[config.mk]
export PLATFORM = sky130hd
export DESIGN_NAME = uart_tx_ctl
export DESIGN_NICKNAME = d
export VERILOG_FILES = /design/src/rtl/uart_ctl_pkg.sv /design/src/rtl/uart_tx_ctl.sv
export SDC_FILE = /design/constraint.sdc
export NUM_CORES = 1
export LEC_CHECK = 0
export BUFFER_PORTS_ARGS = -buffer_cell sky130_fd_sc_hd__buf_2
export CAP_MARGIN = 20
export CELL_PAD_IN_SITES_DETAIL_PLACEMENT = 2
export CELL_PAD_IN_SITES_GLOBAL_PLACEMENT = 2
export CORE_AREA = 5 5 74 76
export DETAILED_ROUTE_END_ITERATION = 7
export DIE_AREA = 0 0 79 81
export HOLD_SLACK_MARGIN = 0.08
export PLACE_DENSITY_LB_ADDON = 0.1
export SYNTH_ARGS = -nofsm -noshare
export SYNTH_HDL_FRONTEND = slang
export SYNTH_SLANG_ARGS = --single-unit
[constraint.sdc]
create_clock -name clk -period 2.4 [get_ports clk]
set_input_delay 0.12 -clock clk [delete_from_list [all_inputs] [get_ports clk]]
set_output_delay 0.12 -clock clk [all_outputs]
set_load 0.005 [all_outputs]
[src/rtl/uart_ctl_pkg.sv]
// Shared types and widths for the UART TX/RX word controllers.
// Latency: n/a (types and constants only).
// Backpressure: n/a.
// Contents: TX_STATE_T (TX controller FSM), RX_STATE_T (RX controller FSM),
// BYTE_W (UART character width), WORD_W (application word width).
package uart_ctl_pkg;

    localparam int BYTE_W = 8;
    localparam int WORD_W = 16;

    // TX controller: idle -> MSB write -> LSB write -> inter-word gap.
    typedef enum logic [1:0] {
        ST_IDLE      = 2'd0,
        ST_WRITE_MSB = 2'd1,
        ST_WRITE_LSB = 2'd2,
        ST_GAP       = 2'd3
    } TX_STATE_T;

    // RX controller: waits for MSB, then LSB, then presents {MSB, LSB}.
    typedef enum logic [1:0] {
        RX_ST_WAIT_MSB = 2'd0,
        RX_ST_WAIT_LSB = 2'd1,
        RX_ST_DONE     = 2'd2
    } RX_STATE_T;

endpackage

[src/rtl/uart_tx_ctl.sv]
// Splits a 16-bit word into MSB then LSB single-cycle writes into the UART TX FIFO.
// Latency: handshake edge E, MSB strobe at E+1, LSB strobe at E+3, tx_ready back at E+4+FRAME_GAP.
// Backpressure: stalls in the current write state while tx_full=1; tx_ready low outside idle.
// Ports: clk/rst (async active-high); tx_word/tx_valid/tx_ready word handshake;
//        tx_full FIFO full flag; wr_uart/w_data FIFO write; words_sent wrapping word count.
// Option: define UART_TX_ON_CHANGE_EN to also start a send whenever tx_word differs
//         from the last word sent.
module uart_tx_ctl
    import uart_ctl_pkg::*;
#(
    parameter int FRAME_GAP = 4,
    parameter int CNT_W     = 8
) (
    input  logic              clk,
    input  logic              rst,
    input  logic [WORD_W-1:0] tx_word,
    input  logic              tx_valid,
    output logic              tx_ready,
    input  logic              tx_full,
    output logic              wr_uart,
    output logic [BYTE_W-1:0] w_data,
    output logic [CNT_W-1:0]  words_sent
);

    localparam int GAP_W = (FRAME_GAP > 0) ? $clog2(FRAME_GAP + 1) : 1;

    TX_STATE_T         r_state;
    logic [WORD_W-1:0] r_word;
    logic              r_wr_uart;
    logic [BYTE_W-1:0] r_w_data;
    logic [CNT_W-1:0]  r_words_sent;
    logic [GAP_W-1:0]  r_gap_cnt;
    logic              w_start;
    logic              w_can_write;

`ifdef UART_TX_ON_CHANGE_EN
    logic [WORD_W-1:0] r_last_word;
    assign w_start = tx_valid || (tx_word != r_last_word);
`else
    assign w_start = tx_valid;
`endif

    // The !r_wr_uart term leaves one cycle after every strobe for the FIFO's
    // full flag to reflect that write before the next one is attempted.
    assign w_can_write = !tx_full && !r_wr_uart;

    assign tx_ready   = (r_state == ST_IDLE);
    assign wr_uart    = r_wr_uart;
    assign w_data     = r_w_data;
    assign words_sent = r_words_sent;

    always_ff @(posedge clk or posedge rst) begin
        if (rst) begin
            r_state      <= ST_IDLE;
            r_word       <= '0;
            r_wr_uart    <= 1'b0;
            r_w_data     <= '0;
            r_words_sent <= '0;
            r_gap_cnt    <= '0;
`ifdef UART_TX_ON_CHANGE_EN
            r_last_word  <= '0;
`endif
        end else begin
            case (r_state)
                ST_IDLE: begin
                    r_wr_uart <= 1'b0;
                    if (w_start) begin
                        r_word  <= tx_word;
                        r_state <= ST_WRITE_MSB;
                    end
                end
                ST_WRITE_MSB: begin
                    if (w_can_write) begin
                        r_wr_uart <= 1'b1;
                        r_w_data  <= r_word[WORD_W-1:BYTE_W];
                        r_state   <= ST_WRITE_LSB;
                    end else begin
                        r_wr_uart <= 1'b0;
                    end
                end
                ST_WRITE_LSB: begin
                    if (w_can_write) begin
                        r_wr_uart    <= 1'b1;
                        r_w_data     <= r_word[BYTE_W-1:0];
                        r_words_sent <= r_words_sent + CNT_W'(1);
`ifdef UART_TX_ON_CHANGE_EN
                        r_last_word  <= r_word;
`endif
                        if (FRAME_GAP == 0) begin
                            r_state <= ST_IDLE;
                        end else begin
                            // The LSB strobe cycle is not itself idle, so the
                            // counter covers FRAME_GAP whole cycles after it.
                            r_gap_cnt <= GAP_W'(FRAME_GAP);
                            r_state   <= ST_GAP;
                        end
                    end else begin
                        r_wr_uart <= 1'b0;
                    end
                end
                ST_GAP: begin
                    r_wr_uart <= 1'b0;
                    if (r_gap_cnt == '0) begin
                        r_state <= ST_IDLE;
                    end else begin
                        r_gap_cnt <= r_gap_cnt - GAP_W'(1);
                    end
                end
                default: begin
                    r_wr_uart <= 1'b0;
                    r_state   <= ST_IDLE;
                end
            endcase
        end
    end

endmodule

==> metrics.md <==
| Metric | Value |
|---|---|
| Status | `finished clean` |
| Sw Share | `0.327` |
| CP Class | `reg2reg` |
| Core Area | `4660 um^2` |
| Syn Nets | `around 150` |
| CP max FO | `10` |
| Initial antenna violation count | `0` |
| Yosys reg bits | `38` |
| Fin util | `0.485` |
| DIE HEIGHT | `81 um` |
| Layout Skew | `between 4 and 5 ps` |
| Clock share of power | `0.189` |
| Worst path bufs/invs | `2` |
| Post-synthesis mux area share | `0.240` |
| Final hold viol count | `0` |
| Post-Syn Area | `between 1500 and 2000 um^2` |
| Iteration count of the initial detailed-routing pass | `4` |
| First-pass GRT wire length | `around 6900 um` |
| Setup WS pre-CTS | `a little over 500 ps` |
| H-tree depth | `2` |
| # port buffers | `37` |
| Worst min path class | `in2reg` |
| GRT Total Usage | `0.143` |
| YS warnings | `0` |
| Crit path cell chain | `inv_1 > ha_1 > buf_4 > o211ai_1 > mux2_2` |
| Sequential area share after synthesis | `0.552` |
| Internal power | `0.00187 W` |
| Crit share post-route | `0.783` |
| Worst setup margin | `about 520 ps` |
| Global route overflow | `0` |
| Drt drc | `0` |
| Nets@finish | `213` |
| Critical Path Max Stage Delay | `410 ps` |
| Max layer used | `met4` |
| Cell variety after synth | `23` |
| Largest family of logic cells by synthesized area | `multiplexers` |
| CTS Buffer Depth | `2` |
| Cells after synthesis | `between 100 and 150` |
| # rows | `25` |
| DRT iter0 DRCs | `42` |
| Final hold slack | `around 100 ps` |
| Num CTS Buffers | `5` |
| Max VDD drop | `about 0.56 mV` |
| DR WL met3 | `~170 um` |
| Root buffer cell | `clkbuf_8` |
| Vias in the first global route | `1451` |
| Worst-margin pin slew | `~800 ps` |
| Synth Area in XOR/XNOR | `0.0356` |
| Fill cell count | `453` |
| Wirelength per Cell | `between 15 and 20 um` |
| Largest net degree at the start of global routing | `23` |
| CP required | `2570 ps` |
| Layout overhead on the synthesized area | `31.2%` |
| Max-Cap Viols | `0` |
| Slew headroom | `0.468` |
| WL met1 | `1590 um` |
| Die area | `around 6400 um^2` |
| Simple-Gate Fraction of Synth Area | `0.0864` |
| Min cycle time layout | `roughly 1900 ps` |
| Power per cell area | `between 1000 and 1500 nW/um^2` |
| RSZ-0062 raised after global routing | `false` |
| Synth Area in Compound Gates | `0.0160` |
| Final TNS setup | `0 ps` |
| Num Clock Sinks | `38` |
| Via count | `~1200` |
| Final wirelength | `4100 um` |
| Slowest CP cell | `o211ai_1` |
| Layout cells sized above 1 | `0.455` |
| Antenna Nets Post-Route | `0` |
| Arrival @ worst endpoint | `2050 ps` |
| Gp weighted congestion | `roughly 0.73` |
| Logic pwr share | `0.400` |
| CP endpoint kind | `flop` |
| Worst-Skew Late Latency | `between 200 and 300 ps` |
| Antenna Cells | `0` |
| Syn avg cell area | `about 14 um^2` |
| Seq pwr share | `0.411` |
| Post-Synth Adder-Cell Area | `0.0508` |
| # setup viols final | `0` |
| Switching pwr | `about 0.0009 W` |
| Io pins | `38` |
| CTS tree | `done` |
| Lkg Pwr | `1.07 nW` |
| Post-detail-place hpwl | `slightly below 3000 um` |
| Vias per inst | `roughly 5` |
| CP Launch Type | `flop` |
| Initial Utilization | `0.370` |
| Post-CTS setup buffers | `0` |
| Chip Width | `between 70 and 80 um` |
| # resized after CTS | `0` |
| Clock transition at path regs | `around 80 ps` |
| Highest clock rate | `about 530 MHz` |
| Pins Over Slew Limit | `0` |
| Crit-path leading delay family | `compound AO/OA/AOI/OAI gates` |
| Met2 Wirelength | `about 2300 um` |
-- cells in the mapped netlist --
library cell	number	area, um^2
nor3_4	1	16.3
nand3_1	1	5.00
mux2i_1	2	20.0
o211ai_1	1	7.51
mux2_2	35	394
o22ai_1	1	6.26
nor3_1	1	5.00
nand2_1	8	30.0
nand4bb_1	1	11.3
inv_1	6	22.5
o21ai_0	1	5.00
nor3b_2	1	12.5
xor2_1	4	35.0
a32oi_1	1	8.76
nand4_1	3	18.8
nor2_1	3	11.3
nor4_2	1	12.5
nand2b_1	3	18.8
buf_2	2	10.0
ha_1	7	87.6
nor3b_1	1	7.51
xnor2_1	3	26.3
dfrtp_1	38	951
-- final timing paths --
| path | from | end | slack, ps | cells past startpoint |
|---|---|---|---|---|
| max in group asynchronous | rst | r_gap_cnt[1] | 1110 | 4 |
| setup reg to reg | r_state[0] | r_gap_cnt[2] | 520 | 5 |
| hold / removal | tx_full | wr_uart | 100 | 2 |
| setup / recovery | r_state[0] | r_gap_cnt[2] | 520 | 5 |
| min in group asynchronous | rst | r_word[0] | 540 | 3 |
| hold reg to reg | words_sent[7] | words_sent[7] | 480 | 1 |
-- layout by cell type, fill, tap and decap left out, types with 2 or more instances in the layout --
master	n
clkinv_2	2
mux2i_1	2
buf_4	2
clkbuf_8	5
xor2_1	4
nand2b_1	3
ha_1	7
nand2_1	8
nand4_1	3
xnor2_1	3
inv_1	6
dlygate4sd3_1	17
nor2_1	3
buf_2	37
dfrtp_1	38
mux2_2	35
-- final cells by class --
type	instances	area [um^2]	share of cell area
multi-input combinational	79	739	0.327
tap	54	67.6	0.0299
inverter	6	22.5	0.00997
timing repair buffer	56	370	0.164
clock buffer	5	68.8	0.0305
clock inverter	3	40.0	0.0177
sequential	38	951	0.421
-- per-layer routing --
metal / track usage / vias to the layer above
met5: 0 / -
met1: 0.144 / 604
met2: 0.279 / 23
met3: 0.0432 / 2
met4: 0.0481 / 0
li1: - / 555
-- repair_timing --
action | in CTS | in global routing
setup endpoints to repair | 0 | 0
hold endpoints to repair | 37 | 0
hold buffers | 17 | 0
-- sequential cells by signal, summed over array words and instances (netlist names) --
signal,flops
r_word,16
r_gap_cnt,3
wr_uart,1
r_state,2
words_sent,8
w_data,8
-- cell families (layout without fill, tap and decap cells) --
kind of cell | Yosys count | after routing
AOI/OAI and AO/OA | 4 | 4
xor gates and xnor gates | 7 | 7
adders and majority gates | 7 | 7
buffers and inverters | 8 | 70
DFF | 38 | 38
muxes | 37 | 37
and+or+nand+nor | 24 | 24
-- power by group through the flow --
stage / clock network [W] / registers, W / logic, W
4_1_cts: 0.000554 / 0.00115 / 0.00114
3_3_place_gp: 0 / 0.00113 / 0.00103
5_1_grt: 0.000579 / 0.00118 / 0.00125
3_5_place_dp: 0 / 0.00115 / 0.00112
6_report: 0.000527 / 0.00114 / 0.00111
2_1_floorplan: 0 / 0.00110 / 0.000776
-- metrics by stage --
| stage | instances | area (um^2) | power (W) |
|---|---|---|---|
| 2_1_floorplan | 125 | 1720 | 0.00188 |
| 5_1_grt | 241 | 2260 | 0.00301 |
| 4_1_cts | 241 | 2260 | 0.00284 |
| 6_report | 241 | 2260 | 0.00278 |
| 3_5_place_dp | 216 | 1980 | 0.00227 |
| 3_3_place_gp | 216 | 1980 | 0.00217 |
(Power assumes the default switching activity.)
